### config.mk
export PLATFORM = sky130hd
export DESIGN_NAME = load_store_unit
export DESIGN_NICKNAME = d
export VERILOG_FILES = /design/src/rtl/load_store_unit.sv
export SDC_FILE = /design/constraint.sdc
export NUM_CORES = 1
export LEC_CHECK = 0
export CAP_MARGIN = 5
export CORE_MARGIN = 2
export CORE_UTILIZATION = 35
export DETAILED_ROUTE_END_ITERATION = 7
export DONT_BUFFER_PORTS = 1
export PLACE_DENSITY = 0.5
export REMOVE_ABC_BUFFERS = 1
export SLEW_MARGIN = 10
export SYNTH_ARGS = -nofsm -noshare
export SYNTH_HDL_FRONTEND = slang
export SYNTH_SLANG_ARGS = --single-unit
export TNS_END_PERCENT = 10
### constraint.sdc
create_clock -name clk -period 2 [get_ports clk]
set_input_delay 0 -clock clk [delete_from_list [all_inputs] [get_ports clk]]
set_output_delay 0 -clock clk [all_outputs]
set_load 0.01 [all_outputs]
### src/rtl/load_store_unit.sv
// Memory-stage load/store unit: issues aligned word accesses, extends sub-word loads,
// performs read-modify-write for sb/sh, and flags illegal/misaligned/out-of-range accesses.
module load_store_unit #(
  parameter int unsigned DM_DEPTH = 256,
  parameter int unsigned ADDR_W   = 32
) (
  input  logic              clk,
  input  logic              rst,
  input  logic              req_valid,
  input  logic              req_read,
  input  logic              req_write,
  input  logic [2:0]        req_op,
  input  logic [ADDR_W-1:0] req_addr,
  input  logic [ADDR_W-1:0] req_wdata,
  input  logic [4:0]        req_rd,
  output logic              stall,
  output logic              wb_valid,
  output logic [ADDR_W-1:0] wb_data,
  output logic [4:0]        wb_rd,
  output logic              exc_valid,
  output logic [1:0]        exc_cause,
  output logic [ADDR_W-1:0] exc_addr,
  output logic [2:0]        dm_memop,
  output logic [ADDR_W-1:0] dm_addr,
  output logic [ADDR_W-1:0] dm_wdata,
  output logic              dm_memread,
  output logic              dm_memwrite,
  input  logic [ADDR_W-1:0] dm_rdata
);

  localparam logic [2:0] OP_WORD = 3'b010;

  typedef enum logic [1:0] {IDLE, LOAD, RMW_RD, RMW_WR} state_t;

  state_t            state, state_d;
  logic [2:0]        op_q;
  logic [1:0]        off_q;
  logic [4:0]        rd_q;
  logic [15:0]       wdata_q;
  logic [ADDR_W-1:0] waddr_q;
  logic [ADDR_W-1:0] merged_q;

  logic [ADDR_W-1:0] word_addr;
  logic              req_act, illegal, misaligned, out_of_range, fault;
  logic              capture, exc_set;
  logic [1:0]        cause_d;
  logic [7:0]        byte_sel;
  logic [15:0]       half_sel;
  logic [ADDR_W-1:0] load_res;
  logic [ADDR_W-1:0] merged;

  assign dm_memop  = OP_WORD;
  assign word_addr = {req_addr[ADDR_W-1:2], 2'b00};
  assign req_act   = req_valid && (req_read || req_write);

  // Acceptance checks; cause encoding follows priority illegal > misaligned > range.
  assign illegal      = (req_op == 3'b011) || (req_op == 3'b110) || (req_op == 3'b111) ||
                        (req_read && req_write) || (req_write && req_op[2]);
  assign misaligned   = ((req_op[1:0] == 2'b01) && req_addr[0]) ||
                        ((req_op[1:0] == 2'b10) && (req_addr[1:0] != 2'b00));
  assign out_of_range = word_addr >= ADDR_W'(DM_DEPTH);
  assign fault        = illegal || misaligned || out_of_range;
  assign cause_d      = illegal ? 2'b11 : (misaligned ? 2'b01 : 2'b10);

  assign byte_sel = dm_rdata[{off_q, 3'b000} +: 8];
  assign half_sel = dm_rdata[{off_q[1], 4'b0000} +: 16];

  // Lane extension for loads.
  always_comb begin
    load_res = dm_rdata;
    case (op_q)
      3'b000:  load_res = {{24{byte_sel[7]}}, byte_sel};
      3'b001:  load_res = {{16{half_sel[15]}}, half_sel};
      3'b100:  load_res = {24'd0, byte_sel};
      3'b101:  load_res = {16'd0, half_sel};
      default: load_res = dm_rdata;
    endcase
  end

  // Merge store data into the selected lane of the word read back.
  always_comb begin
    merged = dm_rdata;
    if (op_q[1:0] == 2'b00) merged[{off_q, 3'b000} +: 8] = wdata_q[7:0];
    else                    merged[{off_q[1], 4'b0000} +: 16] = wdata_q;
  end

  always_comb begin
    state_d     = state;
    stall       = 1'b0;
    dm_memread  = 1'b0;
    dm_memwrite = 1'b0;
    dm_addr     = word_addr;
    dm_wdata    = req_wdata;
    capture     = 1'b0;
    exc_set     = 1'b0;
    case (state)
      IDLE: begin
        if (req_act) begin
          if (fault) begin
            exc_set = 1'b1;
          end else if (req_read) begin
            dm_memread = 1'b1;
            stall      = 1'b1;
            capture    = 1'b1;
            state_d    = LOAD;
          end else if (req_op == OP_WORD) begin
            dm_memwrite = 1'b1;
          end else begin
            dm_memread = 1'b1;
            stall      = 1'b1;
            capture    = 1'b1;
            state_d    = RMW_RD;
          end
        end
      end
      LOAD:   state_d = IDLE;
      RMW_RD: begin
        stall   = 1'b1;
        state_d = RMW_WR;
      end
      RMW_WR: begin
        dm_memwrite = 1'b1;
        dm_addr     = waddr_q;
        dm_wdata    = merged_q;
        state_d     = IDLE;
      end
      default: state_d = IDLE;
    endcase
    // Reset abandons any operation without touching memory.
    if (rst) begin
      stall       = 1'b0;
      dm_memread  = 1'b0;
      dm_memwrite = 1'b0;
      exc_set     = 1'b0;
      capture     = 1'b0;
    end
  end

  always_ff @(posedge clk) begin
    if (rst) begin
      state     <= IDLE;
      op_q      <= '0;
      off_q     <= '0;
      rd_q      <= '0;
      wdata_q   <= '0;
      waddr_q   <= '0;
      merged_q  <= '0;
      wb_valid  <= 1'b0;
      wb_data   <= '0;
      wb_rd     <= '0;
      exc_valid <= 1'b0;
      exc_cause <= '0;
      exc_addr  <= '0;
    end else begin
      state     <= state_d;
      wb_valid  <= (state == LOAD);
      exc_valid <= exc_set;
      if (capture) begin
        op_q    <= req_op;
        off_q   <= req_addr[1:0];
        rd_q    <= req_rd;
        wdata_q <= req_wdata[15:0];
        waddr_q <= word_addr;
      end
      if (state == LOAD) begin
        wb_data <= load_res;
        wb_rd   <= rd_q;
      end
      if (state == RMW_RD) merged_q <= merged;
      if (exc_set) begin
        exc_cause <= cause_d;
        exc_addr  <= req_addr;
      end
    end
  end

endmodule

==> impl_metrics.yaml <==
power:
  power_density_nw_per_um2: 761.6
  leakagePower_nw: 3.605
  peakVddDrop_mv: 0.5004
die:
  die_w_um: 151.8
  fp-row-count: 54
  core_area_um2: 21620
  start_util_pct: 35.35
  io_pins: 252
  die-area_um2: 23030
  chipHeight_um: 151.8
clock_network:
  insertion_delay_ps: 430
  clock_path_buffers: 2
  cts_root_buf: "clkbuf_16"
  cts.clk_slew.worst_paths_ps: 60
  cts_tree: "built"
  numCtsBuffers: 17
  clock-sinks: 163
  htreeDepth: 4
drt:
  drc_errors: 0
  antenna_left: 0
  drt_iter0_markers: 532
  first_pass_iters: 6
  drt_wl_total_um: 26060
  vias: 6854
  wl_per_cell_um: 21.17
  vias_per_cell: 5.568
final_layout:
  multi_input_area_um2: 4089
  drive_gt1_share_pct: 19.45
  regArea_um2: 3266
  fillCellCount: 2117
  n_antenna_cell: 0
  nets: 1056
  syn2layout_area_growth_pct: 27.83
  final_design_area_no_fill_um2: 9769
  instances_no_fill: 1231
yosys:
  synth_area_leaders: "dfxtp_1 43%, mux2_2 11%, nand2_1 7.0%"
  syn_area_um2: 7642
  async_reset_ff_share_pct: 0
  yosysMostFrequentCell: "dfxtp_1"
  yosys_warnings: 0
  ys_seq_elements: 163
  postSynthAreaPerCell_um2: 8.928
  synthCells: 856
  synth_commonest_cells: "163 x dfxtp_1, 142 x nand2_1, 77 x mux2_2"
  ys_seq_area_share_pct: 42.70
  yosysTopAreaCell: "dfxtp_1"
  synth.distinct_cells: 53
  netlist.area_leader.share_pct: 42.70
  synth_edf_count: 0
  synthFlopType: "dfxtp_1"
worst_setup_path:
  start_kind: "flop"
  reg2reg_from: "state[1]$_SDFFE_PP0P_"
  cp-end-kind: "output pin"
  startpoint: "state[1]$_SDFFE_PP0P_"
  critical_path.max_fanout: 7
  critPathArrivalTime_ps: 1980
  critPathRequiredTime_ps: 2000
  r2r_setup_slack_ps: 80
  path_class: "reg2out"
  worstRegToRegCells: 9
  timing.rr.end: "off_q[0]$_SDFFE_PP0P_"
timing:
  fin_ws_ps: 20.72
  rsz0062_at_grt: "yes"
  finalSetupViolations: 0
  setup_tns_ps: 0
  maxSlewViolCount: 0
  max_slew_margin_pct: 50.89
  hold_viol: 0
  fmax_ghz: 0.5052
  fin_crit_sh_pct: 98.96
  tightest_slew_ps: 736.7
  finalClockSkew_ps: 9.253
  period_needed_ps: 1979
place:
  io_buffers: 0
  post-place-ws_ps: -57.78
  place_inst: 1101
  hpwlAfterDp_um: 16390
  place_area_um2: 8066
  gp_congestion: 0.7908
global_route:
  grtUsageMet3_pct: 7.096
  met2_usage_pct: 35.23
  track_usage_pct: 21.82
  grt.busiest_layer: "met2"
  overflow: 0
  grt_max_degree: 103
  antenna_found_initial: 0
  grt.met1_usage_pct: 28.27
  grt_pass1_vias: 6472
  grt_pass1_wl_um: 38230
hold_path:
  min_from: "rst"
  hold_end: "state[0]$_SDFFE_PP0P_"
  whs_path_depth: 4
  hp-class: "in2reg"
outcome:
  status: "completed"
run:
  max_cap_viol_count: 0
-- power by group --
| group | total [W] | switching (W) | internal [W] |
|---|---|---|---|
| clock network | 0.00357 | 0.00140 | 0.00216 |
| logic | 0.000531 | 0.000267 | 0.000264 |
| registers | 0.00334 | 0.0000551 | 0.00329 |
-- state kept, by name, indices dropped and copies added, names as in the netlist --
name / count
exc_addr: 32
merged_q: 32
wb_data: 32
waddr_q: 30
wdata_q: 16
rd_q: 5
wb_rd: 5
op_q: 3
exc_cause: 2
off_q: 2
state: 2
exc_valid: 1
wb_valid: 1
-- worst max path at each step --
stage | end | depth (start not counted)
finish | dm_memwrite | 9
global route | stall | 8
CTS | stall | 8
detailed placement | merged_q[28]$_SDFFE_PP0P_ | 6
global placement | merged_q[28]$_SDFFE_PP0P_ | 6
floorplan | exc_addr[0]$_SDFFE_PP0P_ | 6
-- per-stage QoR --
| stage | hold slack (ps) | utilization, % | power, W |
|---|---|---|---|
| floorplan | 47.53 | - | 0.003642 |
| global placement | 88.56 | 37.31 | 0.003715 |
| detailed placement | 85.39 | 37.31 | 0.003716 |
| CTS | 0.2499 | 44.92 | 0.007510 |
| global route | 18.53 | 45.19 | 0.007673 |
| finish | 27.00 | 45.19 | 0.007441 |
-- layout make-up --
type	instances	area share, %
clock buffer	20	4.675
timing repair buffer	141	14.40
tap	280	3.586
clock inverter	12	1.831
inverter	6	0.2305
multi-input combinational	609	41.85
sequential	163	33.43
-- what timing repair did --
| item | 4_1_cts | 5_1_grt |
|---|---|---|
| hold buffers | 94 | 0 |
| pin swaps | 0 | 6 |
| setup endpoints to repair | 25 | 126 |
| hold endpoints to repair | 143 | 0 |
| cloned | 1 | 0 |
| resized for setup | 5 | 16 |
| buffers inserted | 1 | 3 |
-- worst max-delay path, stage by stage, from the launching register on --
cell and delay, ps:
dfxtp_2 320, inv_2 80, ha_4 150, buf_4 110, o211ai_1 80, buf_4 180, nor2_1 150, a41oi_1 150
nor3_2 170, buf_4 150
-- cells by family (layout without fill, tap and decap cells) --
family,count (synthesis),in the layout,share of synthesized area [%]
AOI/OAI and AO/OA,205,205,19.56
xor gates and xnor gates,1,1,0.1146
adders and majority gates,9,9,1.474
buffers and inverters,87,179,5.059
DFF,163,163,42.70
muxes,83,83,12.30
other,2,5,0.09827
and+or+nand+nor,306,306,18.70
-- placed cells by master (no fill, tap or decap), types with 3 or more instances in the layout --
cell           Yosys  routed
buf_4              6      38
o22ai_1            8       8
nor3_1             7       5
clkinv_2           0       3
a22oi_1           17      17
clkinv_4           0       4
o211a_1            7       7
inv_1              5       3
nor2_1            64      61
buf_12             0       5
o2111ai_1          7       7
clkbuf_16          0      18
mux2i_1            5       5
nor4b_1            3       3
dfxtp_1          163     161
nand2_1          142     141
nor4_2             4       4
conb_1             2       5
nand3_1           33      33
ha_1               9       5
inv_2              0       3
mux2_2            77      77
and3_1            26      26
a211oi_1          57      57
o211ai_1          33      33
a222oi_1          16      16
dlygate4sd3_1      0      93
a21oi_1           44      44
bufinv_16          0       4
nor3b_1            9       9
nor2b_1            3       3
-- layer usage --
layer	vias up	share of wire, %
li1	3280	-
met1	3239	43
met2	309	46
met3	26	9.2
met4	0	1.4
met5	-	0
Power figures use the tool's default switching activity.
